<file path="src/rtl/spi_slave_fd.sv">
// Full-duplex SPI slave: oversampled SCK/MOSI/CSn, any CPOL/CPHA, selectable bit order.
// RX words leave on a valid/ready port; TX words come from a one-deep holding register.
module spi_slave_fd #(
   parameter int DATA_W      = 8,
   parameter int CPOL        = 0,
   parameter int CPHA        = 0,
   parameter int MSB_FIRST   = 1,
   parameter int SYNC_STAGES = 2
) (
   input  logic              i_clk,
   input  logic              i_rst_n,
   input  logic              i_spi_s_sck,
   input  logic              i_spi_s_mosi,
   input  logic              i_spi_s_cs_n,
   output logic              o_spi_s_miso,
   output logic              o_spi_s_miso_oe,
   input  logic [DATA_W-1:0] i_tx_data,
   input  logic              i_tx_valid,
   output logic              o_tx_ready,
   output logic [DATA_W-1:0] o_rx_data,
   output logic              o_rx_valid,
   input  logic              i_rx_ready,
   output logic              o_rx_overrun,
   output logic              o_tx_underrun,
   output logic              o_busy
);

   localparam int               CNT_W    = $clog2(DATA_W + 1);
   localparam logic [CNT_W-1:0] LAST_BIT = CNT_W'(DATA_W - 1);
   localparam logic             SCK_IDLE = (CPOL != 0);

   typedef enum logic {IDLE, XFER} state_t;
   state_t state_reg, state_next;

   logic [SYNC_STAGES-1:0] sck_sync, mosi_sync, cs_sync;
   logic                   sck_prev;
   logic                   sck_s, mosi_s, cs_s;
   logic                   rise, fall, leading_edge, trailing_edge, sample_edge, shift_edge;

   logic [DATA_W-1:0] tx_shift_reg, hold_data_reg, rx_shift_reg, rx_data_reg;
   logic [DATA_W-1:0] tx_shifted, rx_shifted, tx_load_val;
   logic [CNT_W-1:0]  bit_cnt_reg;
   logic              hold_full_reg, skip_reg, under_pend_reg, word_done_reg;
   logic              rx_valid_reg, rx_overrun_reg, tx_underrun_reg;
   logic              load_tx, word_end, miso_bit, in_xfer;

   always_ff @(posedge i_clk or negedge i_rst_n) begin
      if (!i_rst_n) begin
         sck_sync  <= {SYNC_STAGES{SCK_IDLE}};
         cs_sync   <= '1;
         mosi_sync <= '0;
         sck_prev  <= SCK_IDLE;
      end else begin
         sck_sync  <= {sck_sync[SYNC_STAGES-2:0], i_spi_s_sck};
         cs_sync   <= {cs_sync[SYNC_STAGES-2:0], i_spi_s_cs_n};
         mosi_sync <= {mosi_sync[SYNC_STAGES-2:0], i_spi_s_mosi};
         sck_prev  <= sck_sync[SYNC_STAGES-1];
      end
   end

   assign sck_s         = sck_sync[SYNC_STAGES-1];
   assign cs_s          = cs_sync[SYNC_STAGES-1];
   assign mosi_s        = mosi_sync[SYNC_STAGES-1];
   assign rise          = sck_s & ~sck_prev;
   assign fall          = ~sck_s & sck_prev;
   assign leading_edge  = SCK_IDLE ? fall : rise;
   assign trailing_edge = SCK_IDLE ? rise : fall;
   assign sample_edge   = (CPHA != 0) ? trailing_edge : leading_edge;
   assign shift_edge    = (CPHA != 0) ? leading_edge : trailing_edge;
   assign in_xfer       = (state_reg == XFER) && !cs_s;

   generate
      if (MSB_FIRST != 0) begin : g_msb_first
         assign tx_shifted = {tx_shift_reg[DATA_W-2:0], 1'b0};
         assign rx_shifted = {rx_shift_reg[DATA_W-2:0], mosi_s};
         assign miso_bit   = tx_shift_reg[DATA_W-1];
      end else begin : g_lsb_first
         assign tx_shifted = {1'b0, tx_shift_reg[DATA_W-1:1]};
         assign rx_shifted = {mosi_s, rx_shift_reg[DATA_W-1:1]};
         assign miso_bit   = tx_shift_reg[0];
      end
   endgenerate

   assign tx_load_val = hold_full_reg ? hold_data_reg : '0;

   always_ff @(posedge i_clk or negedge i_rst_n) begin
      if (!i_rst_n) state_reg <= IDLE;
      else          state_reg <= state_next;
   end

   always_comb begin
      state_next = state_reg;
      load_tx    = 1'b0;
      word_end   = 1'b0;
      case (state_reg)
         IDLE: begin
            if (!cs_s) begin
               load_tx    = 1'b1;
               state_next = XFER;
            end
         end
         XFER: begin
            if (cs_s) begin
               state_next = IDLE;
            end else if (sample_edge && bit_cnt_reg == LAST_BIT) begin
               word_end = 1'b1;
               load_tx  = 1'b1;
            end
         end
         default: state_next = IDLE;
      endcase
   end

   always_ff @(posedge i_clk or negedge i_rst_n) begin
      if (!i_rst_n) begin
         hold_data_reg   <= '0;
         hold_full_reg   <= 1'b0;
         tx_shift_reg    <= '0;
         skip_reg        <= 1'b0;
         under_pend_reg  <= 1'b0;
         tx_underrun_reg <= 1'b0;
      end else begin
         tx_underrun_reg <= 1'b0;
         if (i_tx_valid && !hold_full_reg) begin
            hold_data_reg <= i_tx_data;
            hold_full_reg <= 1'b1;
         end else if (load_tx) begin
            hold_full_reg <= 1'b0;
         end
         // A reload after the last bit must not be shifted away by the edge that still follows it.
         if (load_tx) begin
            tx_shift_reg <= tx_load_val;
            skip_reg     <= (CPHA != 0) || (state_reg == XFER);
         end else if (in_xfer && shift_edge) begin
            if (skip_reg) skip_reg <= 1'b0;
            else          tx_shift_reg <= tx_shifted;
         end
         // An empty reload only counts as underrun once the next word actually starts.
         if (load_tx && !hold_full_reg) begin
            if (state_reg == IDLE) tx_underrun_reg <= 1'b1;
            else                   under_pend_reg  <= 1'b1;
         end else if (cs_s) begin
            under_pend_reg <= 1'b0;
         end else if (under_pend_reg && leading_edge && state_reg == XFER) begin
            tx_underrun_reg <= 1'b1;
            under_pend_reg  <= 1'b0;
         end
      end
   end

   always_ff @(posedge i_clk or negedge i_rst_n) begin
      if (!i_rst_n) begin
         rx_shift_reg   <= '0;
         bit_cnt_reg    <= '0;
         word_done_reg  <= 1'b0;
         rx_data_reg    <= '0;
         rx_valid_reg   <= 1'b0;
         rx_overrun_reg <= 1'b0;
      end else begin
         word_done_reg  <= word_end;
         rx_overrun_reg <= 1'b0;
         if (in_xfer && sample_edge) begin
            rx_shift_reg <= rx_shifted;
            bit_cnt_reg  <= word_end ? '0 : bit_cnt_reg + CNT_W'(1);
         end else if (cs_s || state_reg == IDLE) begin
            bit_cnt_reg <= '0;
         end
         if (word_done_reg) begin
            rx_data_reg    <= rx_shift_reg;
            rx_valid_reg   <= 1'b1;
            rx_overrun_reg <= rx_valid_reg && !i_rx_ready;
         end else if (rx_valid_reg && i_rx_ready) begin
            rx_valid_reg <= 1'b0;
         end
      end
   end

   assign o_spi_s_miso_oe = ~cs_s;
   assign o_spi_s_miso    = ~cs_s & miso_bit;
   assign o_busy          = ~cs_s;
   assign o_tx_ready      = ~hold_full_reg;
   assign o_rx_data       = rx_data_reg;
   assign o_rx_valid      = rx_valid_reg;
   assign o_rx_overrun    = rx_overrun_reg;
   assign o_tx_underrun   = tx_underrun_reg;

endmodule

</file>
<file path="config.mk">
export PLATFORM = sky130hd
export DESIGN_NAME = spi_slave_fd
export DESIGN_NICKNAME = d
export VERILOG_FILES = /design/src/rtl/spi_slave_fd.sv
export SDC_FILE = /design/constraint.sdc
export NUM_CORES = 1
export LEC_CHECK = 0
export CORE_UTILIZATION = 47
export CTS_CLUSTER_SIZE = 16
export DETAILED_ROUTE_END_ITERATION = 12
export PLACE_DENSITY = 0.74
export SYNTH_ARGS = -nofsm -noshare
export SYNTH_HDL_FRONTEND = slang
export SYNTH_SLANG_ARGS = --single-unit
</file>
<file path="constraint.sdc">
create_clock -name i_clk -period 1.65 [get_ports i_clk]
set_input_delay 0.33 -clock i_clk [delete_from_list [all_inputs] [get_ports i_clk]]
set_output_delay 0.33 -clock i_clk [all_outputs]
set_load 0.1 [all_outputs]
</file>
# ---- Word level (Yosys, flattened, before mapping)
# Cells that the tools add are included.
dict set report totals {
  ff_bits 51
  in_bits 15
  out_inout_bits 15
  word_cells 77
}
dict set report op_classes {
  n_addsub 1
  n_eq_ne 3
  n_mux 27
  bitwise 8
  reduce_logical 21
}
# operator count
set ops {}
lappend ops {{8-bit 2-to-1 mux} 4}
lappend ops {{1-bit 2-to-1 mux} 19}
lappend ops {{4-bit 2-to-1 mux} 3}
lappend ops {{1-bit logical AND} 10}
lappend ops {{2-bit nonzero test} 4}
lappend ops {{1-bit NOT} 5}
lappend ops {{4-bit by 1-bit adder with 4-bit output (second input constant)} 1}
lappend ops {{4-bit by 3-bit == test with 1-bit output (second input constant)} 1}
lappend ops {{2-bit AND reduction} 2}
lappend ops {{1-bit bitwise AND} 3}
lappend ops {{1-bit logical NOT} 3}
lappend ops {{3-bit nonzero test} 1}
lappend ops {{2-bit by 1-bit inequality test with 1-bit output (second input constant)} 1}
lappend ops {{2-bit inequality test (second input constant)} 1}
lappend ops {{1-bit case mux with 2 select lines} 1}
lappend ops {{1-bit logical OR} 1}

# ---- Depth between registers and ports, before layout
# Gate-level depths: netlist of the first run.
dict set report logic_depth {
  word_depth 9
  mapped_depth 6
  ltp_nobuf 5
}

# ---- Worst setup path before layout of the first run
# No wires, ideal clock.
dict set report synth_path {
  path_kind {reg-to-output}
  from {register cs_sync[1]}
  to {output o_spi_s_miso}
  arrival_time_ps 1717
  required_ps 1320
  setup_slack_ps -397
  stages_incl_launch_ff 2
  n_path_buf 0
  path_cell_list {dfstp_2 > nor2b_1}
}
dict set report synth_between {
  elab_chain_len 2
}
# element line
set synth_lines {}
lappend synth_lines {{from (decl)} 35} ;# logic [SYNC_STAGES-1:0] sck_sync, mosi_sync, cs_sync;
lappend synth_lines {{from (signal assigned)} 55} ;# cs_sync <= {cs_sync[SYNC_STAGES-2:0], i_spi_s_cs_n};
lappend synth_lines {{1-bit NOT} 179} ;# assign o_spi_s_miso = ~cs_s & miso_bit;
lappend synth_lines {{1-bit bitwise AND} 179}
lappend synth_lines {{to (decl)} 15} ;# output logic o_spi_s_miso,
# No other way between the ends.

# ---- Final worst setup path of the first run
dict set report layout_path {
  from {register bit_cnt_reg[0]}
  to {register tx_shift_reg[4]}
}
dict set report layout_between {
  elab_chain_len 7
  elab_cells_between_ends 9
  cone_classes {2 x eq/ne; 4 x mux; 3 x reduce/logical}
}
# element line
set layout_lines {}
lappend layout_lines {{from (decl)} 42} ;# logic [CNT_W-1:0] bit_cnt_reg;
lappend layout_lines {{from (signal assigned)} 164} ;# bit_cnt_reg <= word_end ? '0 : bit_cnt_reg + CNT_W'(1);
lappend layout_lines {{4-bit by 3-bit == test with 1-bit output (*)} 105} ;# end else if (sample_edge && bit_cnt_reg == LAST_BIT) begin
lappend layout_lines {{1-bit logical AND (*)} 105}
lappend layout_lines {{1-bit 2-to-1 mux (*)} 105}
lappend layout_lines {{1-bit 2-to-1 mux (*)} 103} ;# if (cs_s) begin
lappend layout_lines {{1-bit case mux with 2 select lines (*)} 95} ;# case (state_reg)
lappend layout_lines {{2-bit by 1-bit inequality test with 1-bit output (no source line) or 2-bit nonzero test (tied branches)} n/a}
lappend layout_lines {{2-bit AND reduction (no source line)} n/a}
lappend layout_lines {{to (signal assigned)} 132} ;# tx_shift_reg <= tx_load_val;
lappend layout_lines {{to (signal assigned)} 136} ;# else tx_shift_reg <= tx_shifted;
lappend layout_lines {{to (decl)} 40} ;# logic [DATA_W-1:0] tx_shift_reg, hold_data_reg, rx_shift_reg, rx_data_reg;
# Mark *: on every way between the ends. The rest lies on a longest branch, timed or not.
# A chain may end at the register's enable or synchronous reset.

==> impl_metrics.ini, run 1 <==
[floorplan]
dieWidth_microns = 67.3
dieHeight_microns = 67.3
core_area_sq_um = 4060
initial_core_util_pct = 49.4
die_area_sq_um = 4530
rows = 23
ios = 30

[worst_setup_path]
end_kind = register
required_ns = 1.85
worstPathCellList = ha_4 -> and3b_1 -> a31o_4 -> and3_1 -> a221o_1
timing.rr.start = bit_cnt_reg[0]
arrival_ns = 1.82
cp_max_fo = 6
max_stage_delay_ns = 0.43
critPathLaunch = bit_cnt_reg[0]
critPathLaunchType = register
path_class = register to register
slowest_stage = dfrtp_1

[synthesis]
ys_seq_area_share_pct = 63.8
synth_top_area_share_pct = 61.2
synth_ff_type = dfrtp_1
ys_types = 35
synth.most_common_cell = dfrtp_1
syn-cell-area_sq_um = 2000
avgSynthCellArea_sq_um = 13.7
ys_top_cells_by_area = dfrtp_1, mux2_2, dfstp_2
netlist_top_cells_count = dfrtp_1, mux2_2, nand3_1, nand2_1, and3_1
synth_edf_count = 0
synthCells = 146
ys_warn_count = 0
synthesis.nets = 162
async_reset_ff_share_pct = 100
yosysTopAreaCell = dfrtp_1
ys_seq_elements = 51

[power_and_ir_drop]
finalPower_w = 0.00284
p_clk_share_pct = 24.6
comb_power_share_pct = 19.4
p_per_area_nw_per_um2 = 1040
ir_worst_vdd_uv = 686
p_sw_w = 0.000807
p_seq_share_pct = 56.0
swShare_pct = 28.4
p_int_w = 0.00203
p_leak_nw = 1.24

[sta]
worst_pin_slew_ns = 0.377
finalMaxSlewViolations = 0
fin_hold_ws_ns = 0.344
min_period_over_period_pct = 98.7
clock.fmax_ghz = 0.614
period_minus_slack_ns = 1.63
rsz0062_at_grt = yes
slew_headroom_pct = 74.8
hold_viol = 0
finalSetupViolCount = 0
finClkSkew_ns = 0.00721

[cells_and_area]
layout.nets = 209
drive_gt1_share_pct = 38.1
synthToLayoutAreaGrowth_pct = 36.9
n_antenna_cell = 0

[routing]
drc_errors = 0
vias = 1282
wire_per_inst_microns = 14.3
via_per_inst = 5.25
drtPass1Iterations = 4
final_antenna_net_count = 0
wirelength_microns = 3490
drt_iter0_drc = 57

[global_routing]
grt_pass1_vias = 1288
grt_usage_pct = 17.9
grt_overflow = 0
grt_pass1_wl_microns = 5820
antenna_found_initial = 0
grt_max_degree = 51

[clock_tree]
root_buffer = clkbuf_8
clkSlewWorstSetupHoldPaths_ns = 0.09
cts.path.max_buffers = 2
clock-sinks = 51
clk_latency_ns = 0.30
cts_made_buffers = 5
htreeDepth = 2
cts_tree = built

[flow_run]
cap_violations = 0

[placement]
dpl.hpwl_microns = 2450
io_buffers = 29
gp_congestion = 0.828

[hold_path]
min_path_type = primary input to asynchronous set/reset pin

[run_status]
outcome = complete, no violations
## power by group through the flow
stage	Sequential (W)	Combinational [W]	Clock, W
after floorplan	0.00157	0.000354	0
after global placement	0.00160	0.000522	0
after detailed placement	0.00161	0.000545	0
after CTS	0.00159	0.000552	0.000729
after global routing	0.00162	0.000593	0.000779
final	0.00159	0.000551	0.000699
## kinds of logic after synthesis
family,synth area share (%)
multiplexers,15.0
adder cells (fa/ha/maj),0.625
AO/OA/AOI/OAI,6.87
AND/OR/NAND/NOR,10.9
XOR/XNOR,0.437
flip-flops,63.8
buffers and inverters,2.31
## cell usage in the layout (no fill, tap or decap), drive strengths merged, types with 3 or more instances in the layout
cell,count
buf,32
clkbuf,5
nor2,6
and3,5
nand2b,3
clkdlybuf4s50,13
a221o,4
nand2,6
mux2,24
clkinvlp,3
o21ai,6
dfrtp,49
a21oi,4
nand3,8
mux2i,3
## cell type report
type / instances / area (sq um)
multi-input cells: 86 / 714
flip-flops and latches: 51 / 1280
clock inverters: 3 / 20.0
inverters: 3 / 15.0
repair buffers: 46 / 582
clock buffers: 5 / 68.8
fillers: 296 / 1320
well taps: 50 / 62.6
## worst max-delay path, delay by kind of cell, from the launching register on
family,cells,cell delay (ns)
flip-flops,1,0.43
adder cells (fa/ha/maj),1,0.19
AND/OR/NAND/NOR,2,0.38
AO/OA/AOI/OAI,2,0.52
## layer usage
| layer | GRT usage (%) | up-vias | wire, microns |
|---|---|---|---|
| met5 | 0 | - | 0 |
| met4 | 8.78 | 0 | 87 |
| met3 | 5.41 | 10 | 122 |
| met2 | 29.4 | 35 | 1740 |
| met1 | 21.2 | 630 | 1540 |
| li1 | - | 607 | - |
## through the flow
stage	cells	TNS, ns	setup WS, ns	util [%]	instance area, sq um
floorplan	146	-2.29	-0.309	-	2010
global placement	231	0	0.0573	63.5	2570
detailed placement	231	-0.0627	-0.0303	63.5	2570
CTS	241	0	0.00779	66.1	2680
global route	244	-0.00422	-0.00243	67.6	2740
finish	244	0	0.0213	67.6	2740
## repair_timing
| action | CTS | global route |
|---|---|---|
| hold endpoints to repair | 1 | 0 |
| setup endpoints to repair | 6 | 14 |
| setup buffers | 1 | 3 |
| resized for setup | 1 | 5 |
| pin swaps | 0 | 2 |
| hold buffers | 1 | 0 |
## worst paths after layout
check                      cells after the start         endpoint  slack (ns)
setup / recovery                               5  tx_shift_reg[4]        0.02
hold / removal                                 2     o_rx_overrun        0.34
setup reg to reg                               5  tx_shift_reg[4]        0.02
hold reg to reg                                0     mosi_sync[1]        0.36
max in group asynchronous                      3       cs_sync[0]        0.82
min in group i_clk                             0     mosi_sync[1]        0.36
(Power assumes the default switching activity.)
==> run 2: changes to the inputs <==
SLEW_MARGIN = 0   (was unset)
==> results of run 2 <==
Same layout as run 1: the final DEF is identical, and so are final timing and power.
